<file path="config.mk">
export PLATFORM = sky130hd
export DESIGN_NAME = mult_div_unit
export DESIGN_NICKNAME = d
export VERILOG_FILES = /design/src/rtl/mips_pkg.sv /design/src/rtl/mdu_sign_fix.sv /design/src/rtl/mult_div_unit.sv
export SDC_FILE = /design/constraint.sdc
export NUM_CORES = 1
export LEC_CHECK = 0
export CORE_MARGIN = 2
export CORE_UTILIZATION = 45
export CTS_CLUSTER_SIZE = 25
export DETAILED_ROUTE_END_ITERATION = 8
export GPL_ROUTABILITY_DRIVEN = 0
export HOLD_SLACK_MARGIN = 0.06
export PLACE_DENSITY = 0.68
export SETUP_SLACK_MARGIN = 0.3
export SYNTH_ARGS = -nofsm -noshare
export SYNTH_HDL_FRONTEND = slang
export SYNTH_HIERARCHICAL = 1
export SYNTH_SLANG_ARGS = --single-unit
</file>
<file path="constraint.sdc">
create_clock -name clk -period 3.64 [get_ports clk]
set_clock_uncertainty 0.2 [all_clocks]
set_input_delay 0.546 -clock clk [delete_from_list [all_inputs] [get_ports clk]]
set_output_delay 0.546 -clock clk [all_outputs]
set_load 0.005 [all_outputs]
</file>
<file path="src/rtl/mips_pkg.sv">
// Shared MIPS datapath definitions: operand width, mult/div op encodings, MDU FSM states.
package mips_pkg;

    localparam int unsigned MDU_WIDTH = 32;

    localparam logic [1:0] OP_MULT  = 2'b00;
    localparam logic [1:0] OP_MULTU = 2'b01;
    localparam logic [1:0] OP_DIV   = 2'b10;
    localparam logic [1:0] OP_DIVU  = 2'b11;

    typedef enum logic [1:0] {
        IDLE = 2'b00,
        MUL  = 2'b01,
        DIV  = 2'b10,
        FIX  = 2'b11
    } state_e;

endpackage

</file>
<file path="src/rtl/mdu_sign_fix.sv">
// Combinational sign helper for the multiply/divide unit.
//   i_a, i_b, i_sgn      : raw operands and signed-op flag
//   o_abs_a, o_abs_b     : operand magnitudes (pass-through for unsigned ops)
//   i_res                : raw magnitude result {upper, lower}
//   i_is_div             : result is {remainder, quotient} instead of a product
//   i_neg_res, i_neg_rem : negate product/quotient, negate remainder
//   o_fix                : sign-corrected result {hi, lo}
module mdu_sign_fix #(
    parameter int unsigned WIDTH = 32
) (
    input  logic [WIDTH-1:0]   i_a,
    input  logic [WIDTH-1:0]   i_b,
    input  logic               i_sgn,
    output logic [WIDTH-1:0]   o_abs_a,
    output logic [WIDTH-1:0]   o_abs_b,
    input  logic [2*WIDTH-1:0] i_res,
    input  logic               i_is_div,
    input  logic               i_neg_res,
    input  logic               i_neg_rem,
    output logic [2*WIDTH-1:0] o_fix
);

    function automatic logic [WIDTH-1:0] neg_w(input logic [WIDTH-1:0] x);
        return ~x + WIDTH'(1);
    endfunction

    logic [WIDTH-1:0] w_hi;
    logic [WIDTH-1:0] w_lo;

    // Operand magnitudes; the most negative value maps to itself, which is correct as unsigned.
    always_comb begin
        o_abs_a = (i_sgn && i_a[WIDTH-1]) ? neg_w(i_a) : i_a;
        o_abs_b = (i_sgn && i_b[WIDTH-1]) ? neg_w(i_b) : i_b;
    end

    // Result correction: full-width negate for a product, per-half negate for quotient/remainder.
    always_comb begin
        w_hi = i_res[2*WIDTH-1:WIDTH];
        w_lo = i_res[WIDTH-1:0];
        if (i_is_div) begin
            o_fix = {(i_neg_rem ? neg_w(w_hi) : w_hi), (i_neg_res ? neg_w(w_lo) : w_lo)};
        end else begin
            o_fix = i_neg_res ? (~i_res + (2*WIDTH)'(1)) : i_res;
        end
    end

endmodule

</file>
<file path="src/rtl/mult_div_unit.sv">
// Iterative multiply/divide unit with architectural HI/LO registers.
//   clk, rst_n      : clock, async active-low reset
//   start, op       : request (sampled in IDLE) and op select MULT/MULTU/DIV/DIVU
//   rs_data/rt_data : operand A / dividend, operand B / divisor
//   hi_we, lo_we    : MTHI / MTLO strobes with wdata
//   busy, done      : operation in flight, one-cycle result pulse
//   hi, lo          : HI / LO registers
module mult_div_unit
    import mips_pkg::*;
#(
    parameter int unsigned WIDTH = MDU_WIDTH
) (
    input  logic             clk,
    input  logic             rst_n,
    input  logic             start,
    input  logic [1:0]       op,
    input  logic [WIDTH-1:0] rs_data,
    input  logic [WIDTH-1:0] rt_data,
    input  logic             hi_we,
    input  logic             lo_we,
    input  logic [WIDTH-1:0] wdata,
    output logic             busy,
    output logic             done,
    output logic [WIDTH-1:0] hi,
    output logic [WIDTH-1:0] lo
);

    localparam int unsigned CNT_W = $clog2(WIDTH + 1);

    state_e             r_state;
    state_e             w_state_nxt;
    logic [CNT_W-1:0]   r_cnt;
    logic [2*WIDTH-1:0] r_p;
    logic [WIDTH-1:0]   r_b;
    logic               r_is_div;
    logic               r_neg_res;
    logic               r_neg_rem;
    logic               r_div0;
    logic [WIDTH-1:0]   r_rs_orig;
    logic [WIDTH-1:0]   r_hi;
    logic [WIDTH-1:0]   r_lo;
    logic               r_busy;
    logic               r_done;

    logic               w_load;
    logic               w_iter;
    logic               w_fix;
    logic               w_mt_hi;
    logic               w_mt_lo;
    logic               w_signed;
    logic [WIDTH-1:0]   w_abs_a;
    logic [WIDTH-1:0]   w_abs_b;
    logic [2*WIDTH-1:0] w_fix_res;
    logic [WIDTH:0]     w_mul_sum;
    logic [2*WIDTH-1:0] w_mul_nxt;
    logic [WIDTH:0]     w_div_trial;
    logic [2*WIDTH-1:0] w_div_nxt;

    assign w_signed = (op == OP_MULT) || (op == OP_DIV);

    mdu_sign_fix #(.WIDTH(WIDTH)) u_sign_fix (
        .i_a       (rs_data),
        .i_b       (rt_data),
        .i_sgn     (w_signed),
        .o_abs_a   (w_abs_a),
        .o_abs_b   (w_abs_b),
        .i_res     (r_p),
        .i_is_div  (r_is_div),
        .i_neg_res (r_neg_res),
        .i_neg_rem (r_neg_rem),
        .o_fix     (w_fix_res)
    );

    // Shift-add step: r_p = {partial product, remaining multiplier bits}.
    always_comb begin
        w_mul_sum = {1'b0, r_p[2*WIDTH-1:WIDTH]} + (r_p[0] ? {1'b0, r_b} : (WIDTH+1)'(0));
        w_mul_nxt = {w_mul_sum, r_p[WIDTH-1:1]};
    end

    // Restoring step: r_p = {partial remainder, dividend/quotient bits}; trial bit WIDTH is the borrow.
    always_comb begin
        w_div_trial = r_p[2*WIDTH-1:WIDTH-1] - {1'b0, r_b};
        if (w_div_trial[WIDTH]) begin
            w_div_nxt = {r_p[2*WIDTH-2:0], 1'b0};
        end else begin
            w_div_nxt = {w_div_trial[WIDTH-1:0], r_p[WIDTH-2:0], 1'b1};
        end
    end

    // State register.
    always_ff @(posedge clk or negedge rst_n) begin
        if (!rst_n) begin
            r_state <= IDLE;
        end else begin
            r_state <= w_state_nxt;
        end
    end

    // Next-state and datapath strobes; start takes priority over MT writes in IDLE.
    always_comb begin
        w_state_nxt = r_state;
        w_load      = 1'b0;
        w_iter      = 1'b0;
        w_fix       = 1'b0;
        w_mt_hi     = 1'b0;
        w_mt_lo     = 1'b0;
        case (r_state)
            IDLE: begin
                if (start) begin
                    w_load      = 1'b1;
                    w_state_nxt = op[1] ? DIV : MUL;
                end else begin
                    w_mt_hi = hi_we;
                    w_mt_lo = lo_we;
                end
            end
            MUL, DIV: begin
                w_iter = 1'b1;
                if (r_cnt == CNT_W'(WIDTH - 1)) begin
                    w_state_nxt = FIX;
                end
            end
            FIX: begin
                w_fix       = 1'b1;
                w_state_nxt = IDLE;
            end
            default: w_state_nxt = IDLE;
        endcase
    end

    // Datapath, HI/LO and handshake registers.
    always_ff @(posedge clk or negedge rst_n) begin
        if (!rst_n) begin
            r_cnt     <= '0;
            r_p       <= '0;
            r_b       <= '0;
            r_is_div  <= 1'b0;
            r_neg_res <= 1'b0;
            r_neg_rem <= 1'b0;
            r_div0    <= 1'b0;
            r_rs_orig <= '0;
            r_hi      <= '0;
            r_lo      <= '0;
            r_busy    <= 1'b0;
            r_done    <= 1'b0;
        end else begin
            r_busy <= (w_state_nxt != IDLE);
            r_done <= w_fix;
            if (w_load) begin
                r_p       <= {{WIDTH{1'b0}}, w_abs_a};
                r_b       <= w_abs_b;
                r_cnt     <= '0;
                r_is_div  <= op[1];
                r_neg_res <= w_signed && (rs_data[WIDTH-1] ^ rt_data[WIDTH-1]);
                r_neg_rem <= w_signed && rs_data[WIDTH-1];
                r_div0    <= (rt_data == '0);
                r_rs_orig <= rs_data;
            end else if (w_iter) begin
                r_p   <= r_is_div ? w_div_nxt : w_mul_nxt;
                r_cnt <= r_cnt + CNT_W'(1);
            end
            if (w_fix) begin
                if (r_is_div && r_div0) begin
                    r_hi <= r_rs_orig;
                    r_lo <= {WIDTH{1'b1}};
                end else begin
                    r_hi <= w_fix_res[2*WIDTH-1:WIDTH];
                    r_lo <= w_fix_res[WIDTH-1:0];
                end
            end
            if (w_mt_hi) begin
                r_hi <= wdata;
            end
            if (w_mt_lo) begin
                r_lo <= wdata;
            end
        end
    end

    assign busy = r_busy;
    assign done = r_done;
    assign hi   = r_hi;
    assign lo   = r_lo;

endmodule

</file>
==> impl_summary.txt <==
----------------------------------------------------
[Outcome]
  Outcome ... finished, final reports clean

[Detailed routing]
  Wire length per cell after detailed routing ... 18.6 um
  Iteration-0 DRC Markers ... 1,271
  Routed vias/inst ... 5.89
  Drt total wl ... 53.2 mm
  Routed vias ... 16.8k
  Number of search-and-repair iterations in the first detailed-routing pass ... 5
  Post-DRT Antenna Nets ... 0
  DRC Markers ... 0

[Global route]
  Combined global-route utilization of all metal layers ... 26.7%
  Wire length of the first global-routing pass ... 83.8 mm
  Vias in the first global route ... 15.8k
  Initial antenna violation count ... 0
  Remaining Overflow, GRT ... 0
  Pin count of the biggest net entering global routing ... 165

[STA]
  Period utilization ... 95.9%
  Slew Limit Fails ... 0
  Post-Route Setup TNS ... 0 ns
  RSZ-0062 raised after global routing ... yes
  Final Hold Violating Endpoints ... 0
  Peak Freq ... 286 MHz
  Final setup violation count ... 0
  Final critical path time including I/O delays and setup ... 3.49 ns
  Worst-margin pin slew ... 1.15 ns
  Relative slew slack ... 23.2%

[Synthesis]
  Average cell area after synthesis ... 7.63 sq um
  Mapped cell area ... 16,600 sq um
  Share of the yosys chip area belonging to registers ... 31.0%
  Number of instances in the synthesized netlist ... 2,183
  Async set-reset flop share out of synthesis ... 100%
  Top flip-flop cell by instance count after synthesis ... sky130_fd_sc_hd__dfrtp_1
  Yosys Warn Count ... 6
  Post-synth net total ... 2,359
  Post-synth EDFFs ... 0
  Count of state elements after synthesis ... 206
  Cell variety after synth ... 84

[Cells and area]
  Number of nets in the layout ... 2,542
  Count of inserted antenna diode cells ... 0
  Fraction of final layout cells with drive strength greater than 1 ... 10.6%
  Area Overhead vs Synth ... 23.8%
  Share of the core filled with cells ... 56.4%

[Critical path]
  Worst endpoint data arrival time ... 3.71 ns
  Peak per-stage delay on the critical path ... 0.40 ns
  Crit path kind ... reg2reg
  Critical-path top delay cell ... sky130_fd_sc_hd__dfrtp_1
  Element type at the critical path end ... flip-flop
  Data required time of the critical path ... 3.85 ns
  Worst path top cell family by delay ... compound AO/OA/AOI/OAI gates
  Crit path buf inv count ... 1
  Startpoint types ... flip-flop
  Critical-path cell list ... ha_4 -> fa_2 -> nor2b_2 -> o31a_1 -> nor4_2 -> o211a_4 -> o41ai_4 -> mux2_4 -> nor2_8 -> buf_12 -> mux2_2 -> o211ai_1 -> a21oi_1
  Maximum fanout encountered on the critical timing path ... 9

[Clock tree]
  Master cell of the clock root buffer ... sky130_fd_sc_hd__clkbuf_16
  CTS sink cnt ... 206
  Latest clock arrival within the worst-skew pair ... 0.53 ns
  CTS tree ... yes
  Number of buffers added by the clock tree synthesis step ... 25
  Maximum level of the CTS H-tree ... 1
  Maximum buffer depth of the clock tree ... 3
  Register clock-pin slew on the reported worst setup and hold paths ... 0.06 ns

[Die]
  DIE WIDTH ... 196 um
  Die outline area ... 38,600 sq um
  Cell row count ... 70
  Placeable core area ... 36,500 sq um
  Die outline height ... 196 um
  I/O pin total ... 169
  Starting Density ... 45.6%

[Place]
  IO buf count ... 168
  Dpl hpwl ... 39.9 mm

[Power and ir drop]
  Leak Pwr ... 8.71 nW
  Power density over the cells ... 1010 nW/um^2
  Maximum vdd ir drop ... 0.000570 V

[Job]
  Max_cap viols ... 0

[Min path]
  Min-Delay Path Class ... reg2reg

----------------------------------------------------
[cells in the final DEF (no fill, tap or decap), drive strengths merged, types with 13 or more instances in the layout]
cell	netlist	routed
a21o	34	34
a21oi	136	136
a31oi	19	19
and2	42	42
buf	31	111
clkbuf	93	34
clkdlybuf4s50	0	167
dfrtp	206	206
ha	71	71
inv	74	74
mux2i	52	52
nand2	421	421
nand2b	13	13
nand3	51	51
nand4	22	22
nor2	150	150
nor3	31	31
nor4	37	37
o211ai	14	14
o21a	13	13
o21ai	295	295
o31ai	24	24
o41ai	15	15
or3	16	16
or4	24	24
xnor2	100	100
xor2	72	72
[cells by family after synthesis]
group	share of synthesized area, %
compound gates	22.6
xor+xnor	9.05
fa+ha+maj	5.58
buf+inv	4.75
flops	31.0
mux	3.76
simple gates	23.3
[metrics by stage]
stage / power, W / area, sq um / worst slack [ns] / instances / hold slack [ns]
2_1_floorplan: 0.0127 / 16700 / 0.250 / 2183 / 0.0504
6_report: 0.0208 / 20600 / 0.148 / 2851 / 0.274
3_3_place_gp: 0.0167 / 19300 / 0.127 / 2792 / 0.257
3_5_place_dp: 0.0170 / 19300 / 0.0449 / 2792 / 0.262
5_1_grt: 0.0223 / 20600 / 0.0660 / 2851 / 0.286
4_1_cts: 0.0203 / 20400 / 0.143 / 2846 / 0.277
[metal layers]
layer  vias up  part of all wire [%]  GRT usage [%]
li1       8053                     -              -
met1      7885                    43           36.1
met2       725                    45           43.7
met3       131                   8.1           3.64
met4         0                   3.7           10.2
met5         -                     0              0
[timing repair]
item                       in CTS  in global routing
pin swaps                      14                 12
gates resized for setup        38                 43
hold buffers                    1                  0
setup endpoints to repair      30                 51
hold endpoints to repair       63                  0
buffers inserted                9                  5
[synthesized netlist by cell type (41+ instances only)]
library cell               instances  area (sq um)
sky130_fd_sc_hd__o21ai_0         281          1410
sky130_fd_sc_hd__mux2i_1          52           521
sky130_fd_sc_hd__ha_1             71           888
sky130_fd_sc_hd__clkbuf_1         93           349
sky130_fd_sc_hd__and2_1           41           257
sky130_fd_sc_hd__a21oi_1         134           671
sky130_fd_sc_hd__inv_1            74           278
sky130_fd_sc_hd__nand3_1          51           255
sky130_fd_sc_hd__xor2_1           72           631
sky130_fd_sc_hd__xnor2_1         100           876
sky130_fd_sc_hd__nand2_1         421          1580
sky130_fd_sc_hd__nor2_1          149           559
sky130_fd_sc_hd__dfrtp_1         206          5150
[report_power, final]
group	total [W]	internal [W]	switching [W]
sequential	0.00443	0.00338	0.00105
combinational	0.0136	0.00603	0.00760
clock	0.00276	0.00173	0.00103
[area by class of cell]
| type | instances | area (sq um) |
|---|---|---|
| inverters | 76 | 285 |
| clock buffers | 33 | 716 |
| clock inverters | 11 | 188 |
| flip-flops and latches | 206 | 5160 |
| multi-input cells | 1777 | 11000 |
| well taps | 468 | 586 |
| repair buffers | 280 | 2650 |
| fillers | 3307 | 15900 |
[state kept, by name, summed over array words and instances, names as in the netlist]
register	flops
busy	1
done	1
hi	32
lo	32
r_b	32
r_cnt	6
r_div0	1
r_is_div	1
r_neg_rem	1
r_neg_res	1
r_p	64
r_rs_orig	32
r_state	2
[worst register-to-register path, stage by stage (launching register included)]
cell and delay (ns):
sky130_fd_sc_hd__dfrtp_1 0.40, sky130_fd_sc_hd__ha_4 0.18, sky130_fd_sc_hd__fa_2 0.35, sky130_fd_sc_hd__nor2b_2 0.14, sky130_fd_sc_hd__o31a_1 0.21, sky130_fd_sc_hd__nor4_2 0.08
sky130_fd_sc_hd__o211a_4 0.28, sky130_fd_sc_hd__o41ai_4 0.26, sky130_fd_sc_hd__mux2_4 0.38, sky130_fd_sc_hd__nor2_8 0.17, sky130_fd_sc_hd__buf_12 0.15, sky130_fd_sc_hd__mux2_2 0.33
sky130_fd_sc_hd__o211ai_1 0.16, sky130_fd_sc_hd__a21oi_1 0.09
[final timing paths]
| check | from | endpoint | slack, ns | cells after the start |
|---|---|---|---|---|
| setup / recovery | r_b[0] | r_p[39] | 0.15 | 13 |
| min in group asynchronous | rst_n | hi[2] | 0.39 | 2 |
| max in group asynchronous | rst_n | r_b[29] | 2.04 | 3 |
| hold / removal | r_rs_orig[20] | r_rs_orig[20] | 0.27 | 2 |
| setup reg to reg | r_b[0] | r_p[39] | 0.15 | 13 |
| hold reg to reg | r_rs_orig[20] | r_rs_orig[20] | 0.27 | 2 |
Note: power is estimated with default switching activity, not from simulation.
